<file path="src/rtl/matrix_add_sub.sv">
// Matrix add/subtract engine: two N x N operand registers (A, B) and a result
// register. Writing B starts a row-serial computation (one row per clock);
// the result is presented on dataOut while flag is high (state DONE).
module matrix_add_sub #(
    parameter int ELEM_W = 16,
    parameter int N      = 4
) (
    input  logic                    clk,
    input  logic                    RESET,
    input  logic [N*N*ELEM_W-1:0]   dataIn,
    input  logic                    EN,
    input  logic                    RW,
    input  logic                    matDecide,
    input  logic                    add1sub0,
    output logic [N*N*ELEM_W-1:0]   dataOut,
    output logic                    flag
);

    localparam int BUS_W = N * N * ELEM_W;
    localparam int ROW_W = N * ELEM_W;
    localparam int CNT_W = (N > 1) ? $clog2(N) : 1;

    typedef enum logic [1:0] {
        IDLE    = 2'd0,
        COMPUTE = 2'd1,
        DONE    = 2'd2
    } state_t;

    state_t             state;
    state_t             stateNext;
    logic [CNT_W-1:0]   rowCnt;
    logic [BUS_W-1:0]   matA;
    logic [BUS_W-1:0]   matB;
    logic [BUS_W-1:0]   result;
    logic               opAdd;
    logic               writeA;
    logic               writeB;
    logic [ROW_W-1:0]   rowVal;

    // Per-element modulo-2^ELEM_W add or subtract; no carry crosses elements.
    function automatic logic [ELEM_W-1:0] elemOp(
        input logic [ELEM_W-1:0] a,
        input logic [ELEM_W-1:0] b,
        input logic              doAdd
    );
        if (doAdd) begin
            elemOp = a + b;
        end else begin
            elemOp = a - b;
        end
    endfunction

    // State register; reset aborts any computation immediately.
    always_ff @(posedge clk or posedge RESET) begin
        if (RESET) begin
            state <= IDLE;
        end else begin
            state <= stateNext;
        end
    end

    // Command decode and next state; commands are only honoured in IDLE/DONE.
    always_comb begin
        writeA    = 1'b0;
        writeB    = 1'b0;
        stateNext = state;
        case (state)
            IDLE: begin
                if (EN && !RW) begin
                    if (matDecide) begin
                        writeB    = 1'b1;
                        stateNext = COMPUTE;
                    end else begin
                        writeA    = 1'b1;
                        stateNext = IDLE;
                    end
                end else begin
                    stateNext = IDLE;
                end
            end
            COMPUTE: begin
                if (rowCnt == CNT_W'(N - 1)) begin
                    stateNext = DONE;
                end else begin
                    stateNext = COMPUTE;
                end
            end
            DONE: begin
                if (EN) begin
                    if (RW) begin
                        stateNext = IDLE;
                    end else if (matDecide) begin
                        writeB    = 1'b1;
                        stateNext = COMPUTE;
                    end else begin
                        writeA    = 1'b1;
                        stateNext = IDLE;
                    end
                end else begin
                    stateNext = DONE;
                end
            end
            default: begin
                stateNext = IDLE;
            end
        endcase
    end

    // Combinational value of the row currently addressed by rowCnt.
    always_comb begin
        rowVal = {ROW_W{1'b0}};
        for (int c = 0; c < N; c++) begin
            rowVal[c*ELEM_W +: ELEM_W] = elemOp(
                matA[(int'(rowCnt) * N + c) * ELEM_W +: ELEM_W],
                matB[(int'(rowCnt) * N + c) * ELEM_W +: ELEM_W],
                opAdd);
        end
    end

    // Operand, operation, row counter and result registers.
    always_ff @(posedge clk or posedge RESET) begin
        if (RESET) begin
            matA   <= {BUS_W{1'b0}};
            matB   <= {BUS_W{1'b0}};
            result <= {BUS_W{1'b0}};
            opAdd  <= 1'b1;
            rowCnt <= {CNT_W{1'b0}};
        end else begin
            if (writeA) begin
                matA <= dataIn;
            end
            if (writeB) begin
                matB   <= dataIn;
                opAdd  <= add1sub0;
                rowCnt <= {CNT_W{1'b0}};
            end else if (state == COMPUTE) begin
                result[int'(rowCnt) * ROW_W +: ROW_W] <= rowVal;
                if (rowCnt == CNT_W'(N - 1)) begin
                    rowCnt <= {CNT_W{1'b0}};
                end else begin
                    rowCnt <= rowCnt + CNT_W'(1);
                end
            end
        end
    end

    // Result is only visible while valid; otherwise the bus is held at zero.
    always_comb begin
        if (state == DONE) begin
            dataOut = result;
            flag    = 1'b1;
        end else begin
            dataOut = {BUS_W{1'b0}};
            flag    = 1'b0;
        end
    end

endmodule

</file>
<file path="config.mk">
export PLATFORM = sky130hd
export DESIGN_NAME = matrix_add_sub
export DESIGN_NICKNAME = d
export VERILOG_FILES = /design/src/rtl/matrix_add_sub.sv
export SDC_FILE = /design/constraint.sdc
export NUM_CORES = 2
export LEC_CHECK = 0
export ABC_AREA = 1
export BUFFER_PORTS_ARGS = -buffer_cell sky130_fd_sc_hd__buf_2
export CAP_MARGIN = 30
export CORE_ASPECT_RATIO = 0.7
export CORE_MARGIN = 8
export CORE_UTILIZATION = 25
export CTS_BUF_LIST = sky130_fd_sc_hd__clkbuf_8
export DETAILED_ROUTE_END_ITERATION = 6
export GPL_ROUTABILITY_DRIVEN = 0
export PLACE_DENSITY_LB_ADDON = 0.12
export SETUP_SLACK_MARGIN = 0.3
export SYNTH_ARGS = -nofsm -noshare
export SYNTH_HDL_FRONTEND = slang
export SYNTH_SLANG_ARGS = --single-unit
</file>
<file path="constraint.sdc">
create_clock -name clk -period 25.9 [get_ports clk]
set_input_delay 2.59 -clock clk [delete_from_list [all_inputs] [get_ports clk]]
set_output_delay 2.59 -clock clk [all_outputs]
set_load 0.005 [all_outputs]
</file>
Yosys cells after proc, flatten, opt, wreduce, memory -nomap -nowiden
Index checks and enable logic that the tools add are counted.
- register bits: 773
- memory bits (writable): 0
- memories: 0
- memory bits (read-only): 0
- bits in latches: 0
- word-level logic and storage cells: 64
- multiply operators: 0
- reductions and logical operators: 5
- muxes and demuxes: 26
- divide/modulo/power cells: 0
- magnitude comparators: 0
- bitwise gates (word level): 1
- $add $sub $neg: 13
- eq/ne operators: 3
- shift-type cells: 10
- operator list (cell ; count):
    $shiftx 256x10->16 ; 3
    $shiftx 256x32->16 ; 3
    $shiftx 256x9->16 ; 2
    $bwmux 256 ; 1
    $mux 256 ; 1
    $shift 64x33->256 const A ; 1
    $shiftx 64x33->256 ; 1
    $add 16x16->16 ; 4
    $mux 16 ; 4
    $sub 16x16->16 ; 4
    $neg 8->33 ; 1
    $mux 2 ; 7
    $add 4x2->5 const B ; 2
    $mux 1 ; 10
    $pmux 2 s3 ; 1
    $add 4x1->5 const B ; 1
    $eq 2x2->1 const B ; 2
    $pmux 1 s2 ; 2
    $add 2x1->2 const B ; 1
    $eq 2x1->1 const B ; 1
    $logic_not 2->1 ; 1
    $reduce_and 2->1 ; 1
    $reduce_bool 2->1 ; 1
    $logic_and 1x1->1 ; 1
    2 further kinds ; 2

Depth between registers and ports, before layout
- word-level depth: 6
- mapped depth: 27
- gate-level depth less buffers: 25

Worst setup path before layout
No wires, ideal clock.
- kind: input to register
- start point: input RW
- end point: register matB[10]
- arrival time: 3.679 ns
- cell stages on the path: 7
- slack: 22.138 ns
- required time: 25.817 ns
- setup time: 0.083 ns
- cell sequence: nor2_1 > nand3_1 > clkbuf_1 > clkbuf_1 > buf_1 > nand2_1 > o21ai_0
- cells in the longest elaborated chain, start to end: 4
- elaborated cells between the ends (all ways): 6
- classes of those cells: mux (4); reduce/logical (2)
- ends and longest elaborated chain (item ; line ; RTL):
    start, declared ; 12 ; input logic RW,
    $logic_not 1->1 ; 69 ; if (EN && !RW) begin
    $logic_and 1x1->1 ; 69 ;
    $mux 1 ; 69 ;
    $pmux 1 s2 (*) ; 67 ; case (state)
    end signal, assigned ; 124 ; matB <= {BUS_W{1'b0}};
    end signal, assigned ; 133 ; matB <= dataIn;
    end, declared ; 33 ; logic [BUS_W-1:0] matB;
Every way passes the cells marked *; elsewhere a longest branch is shown, timed or not.
A chain may end at the register's enable or synchronous reset.

Final worst setup path
- start point: register rowCnt[0]
- end point: register result[105]
- cells in the longest elaborated chain, start to end: 6
- elaborated cells between the ends (all ways): 27
- classes of those cells: add/sub (12); shift (10); mux (5)
- ends and longest elaborated chain (item ; line ; RTL):
    start, declared ; 31 ; logic [CNT_W-1:0] rowCnt;
    start signal, assigned ; 127 ; rowCnt <= {CNT_W{1'b0}};
    start signal, assigned ; 135 ; rowCnt <= {CNT_W{1'b0}};
    start signal, assigned ; 139 ; rowCnt <= {CNT_W{1'b0}};
    $add 4x1->5 or $add 4x2->5 (tied branches) ; 114, 115 ;
    $shiftx 256x32->16 or $shiftx 256x10->16 (tied branches) ; 114, 115 ;
    $sub 16x16->16 or $add 16x16->16 (tied branches) ; 49, 47 ;
    $mux 16 ; 46 ; if (doAdd) begin
    $shiftx 64x33->256 ; 137 ; result[int'(rowCnt) * ROW_W +: ROW_W] <= rowVal;
    $bwmux 256 (*) ; 137 ;
    end signal, assigned ; 125 ; result <= {BUS_W{1'b0}};
    end signal, assigned by index ; 137 ;
    end, declared ; 34 ; logic [BUS_W-1:0] result;
Marked as above.

==> results.yml <==
power_and_ir_drop:
  power.density_nw_per_um2: 154.9
  clkPwrFrac_pct: 16.8
  ir_worst_vdd_mv: 0.07715
  switching_share_pct: 50.42
  switchingPower_mw: 3.609
  p_comb_share_pct: 56.1
  intPower_mw: 3.549
  fin_total_pwr_mw: 7.157
  pwr-share-seq_pct: 27.1
  leakagePower_nw: 23.47
logic_synthesis:
  syn_inst: 4981
  ys_types: 41
  synth_top_cell_area_share_pct: 49.83
  synthesis.nets: 5334
  synth-seq-cells: 773
  yosysTopAreaCell: "dfrtp_1"
  syn-mean-instance-area_um2: 7.784
  ys_seq_area_share_pct: 49.89
  syn-cell-area_um2: 38770
  ys_top_cells_by_area: "dfrtp_1, nand2_1, o21ai_0, inv_1, nor2_1"
  yosysWarningCount: 0
worst_setup_path:
  start_kind: "register"
  crit_arrival_ns: 6.74
  crit_type: "register to register"
  cp.required_ns: 26.56
  critPathCaptureType: "register"
  rr_worst_depth: 22
  crit_fanout: 57
placed_design:
  dp_hpwl_um: 107800
  port_buffers: 518
cts:
  cts_buffer_depth: 3
  clk_pin_slew_ns: 0.06
  clk_root_buffer_cell: "clkbuf_8"
  cts_setup_buffers: 0
  cts_tree: "built"
  ctsHoldBuffers: 0
  cts_inserted_buffers: 138
  htreeDepth: 4
  clock_sinks: 773
  clk_latency_ns: 0.89
  post_cts_resized: 0
outcome:
  status: "finished, violations left"
  violations: "design-rule violations"
timing:
  finalClockSkew_ns: 0.05427
  rsz0062_at_grt: "false"
  slew_headroom_pct: 31.63
  worstMarginPinSlew_ns: 1.026
  max_freq_ghz: 0.1645
  setup_violations: 0
  fin_setup_tns_ns: 0
  slew_violations: 0
  min_period_ns: 6.079
  finalCritPeriodShare_pct: 23.47
  hold_viol: 0
die:
  dieArea_um2: 168100
  rows: 121
  io_pins: 519
  die_h_um: 345.5
  coreArea_um2: 154700
  initial_core_util_pct: 25.06
  fp.dieW_um: 486.7
detailed_routing:
  drc_errors: 5
  drtPass1Iterations: 7
  vias: 33798
  drt-initial-drc-count: 2037
  avgViaCountPerCell: 4.450
  drtAntennaViolNets: 0
  postRouteWirelength_um: 151700
  drt-wirelength-per-cell_um: 19.97
layout:
  fin_util_pct: 29.86
  final.fill_count: 17066
  area_growth_pct: 19.17
  regArea_um2: 19350
  multiInputGateArea_um2: 15610
  final_cell_mix: "nand2_1, o21ai_0, dfrtp_1"
  final_common_cell: "nand2_1"
  drive_gt1_share_pct: 14.98
  final_net_count: 5749
global_routing:
  grt-ovfl-total: 0
  grt_pass1_vias: 35128
  grt_usage_pct: 17.75
  grt_start_max_net_pins: 231
  antenna_found_initial: 15
  grt_pass1_wl_um: 230600
hold_path:
  hold_path_class: "register to register"
  whs_path_depth: 2
job:
  cap_viol_max_count: 0
==> cell usage after synthesis, drive strengths merged <==
master  number
o211ai       1
buf         82
a21oi       62
a21boi       6
dfrtp      772
fa           4
and2         3
o21ai      800
and3         1
dfstp        1
a32oi        3
o22ai      173
xor2        61
nand2     1218
ha          87
nand3b       3
a31oi        9
inv        670
a21o         6
nor4         2
nor3         4
and2b        1
or2          2
xnor2       44
clkbuf     220
nand3      197
o21bai       8
nand4       38
clkinv       2
nor2       501
==> flip-flops by register name, summed over array words and instances (netlist names) <==
register  cells
matA        256
matB        256
opAdd         1
result      256
rowCnt        2
state         2
==> per-layer routing <==
layer	wire length (µm)	global-route usage [%]	vias to the layer above
met1	67780	22.68	16367
met3	5014	2.892	201
met4	3513	4.531	0
met2	75360	31.13	607
li1	-	-	16623
met5	0	0	-
==> cell families after synthesis <==
family / after synthesis / synth area share, %
buf+inv: 974 / 9.939
fa+ha+maj: 91 / 3.014
compound gates: 1068 / 14.58
xor+xnor: 105 / 2.372
simple gates: 1970 / 20.20
flops: 773 / 49.89
==> path summary, 6_finish.rpt <==
check | start | to | slack (ns)
worst max-delay path | rowCnt[0] | result[105] | 19.82
worst min register to register | matA[113] | matA[113] | 0.48
worst max register to register | rowCnt[0] | result[105] | 19.82
min in group asynchronous | RESET | matA[142] | 1.88
worst min-delay path | matA[113] | matA[113] | 0.48
max in group asynchronous | RESET | result[229] | 20.21
==> power by group through the flow <==
stage | clock, mW | sequential, mW | combinational, mW
after CTS | 1.25 | 1.94 | 4.19
final | 1.20 | 1.94 | 4.01
after floorplan | 0 | 1.89 | 2.71
after global placement | 0 | 1.95 | 4.16
after detailed placement | 0 | 1.96 | 4.17
after global routing | 1.30 | 2.00 | 4.57
==> per-stage QoR <==
stage / worst slack, ns / hold WS [ns] / std cells / cell area [µm²]
after detailed placement: 19.10 / 0.4677 / 7345 / 43310
after global routing: 19.37 / 0.4942 / 7595 / 46200
final: 19.82 / 0.4772 / 7595 / 46200
after global placement: 18.79 / 0.4610 / 7337 / 43110
after CTS: 19.75 / 0.4826 / 7589 / 46140
after floorplan: 1.612 / 0.4478 / 4981 / 38770
==> worst max-delay path: stages, from the launching register on <==
cell,delay (ns)
dfrtp_4,0.89
buf_4,0.68
buf_4,0.63
buf_4,0.56
nand2_1,0.11
nand3_1,0.09
and2_1,0.24
inv_1,0.07
ha_1,0.20
nand3_1,0.16
nand3b_1,0.13
nand2_1,0.07
xnor2_1,0.15
inv_1,0.07
ha_1,0.32
a21o_1,0.19
a21oi_1,0.11
nand2_1,0.11
a21oi_1,0.20
xor2_1,0.40
nor2_1,0.12
nand2_1,0.11
o22ai_1,0.09
==> final cells by class <==
| class | count | share of cell area, % |
|---|---|---|
| flip-flops and latches | 773 | 41.88 |
| multi-input cells | 3234 | 33.78 |
| repair buffers | 577 | 7.022 |
| well taps | 2091 | 5.662 |
| inverters | 672 | 5.503 |
| clock buffers | 181 | 5.392 |
| clock inverters | 63 | 0.7339 |
| diodes | 4 | 0.02166 |
Note: power is estimated with default switching activity, not from simulation.
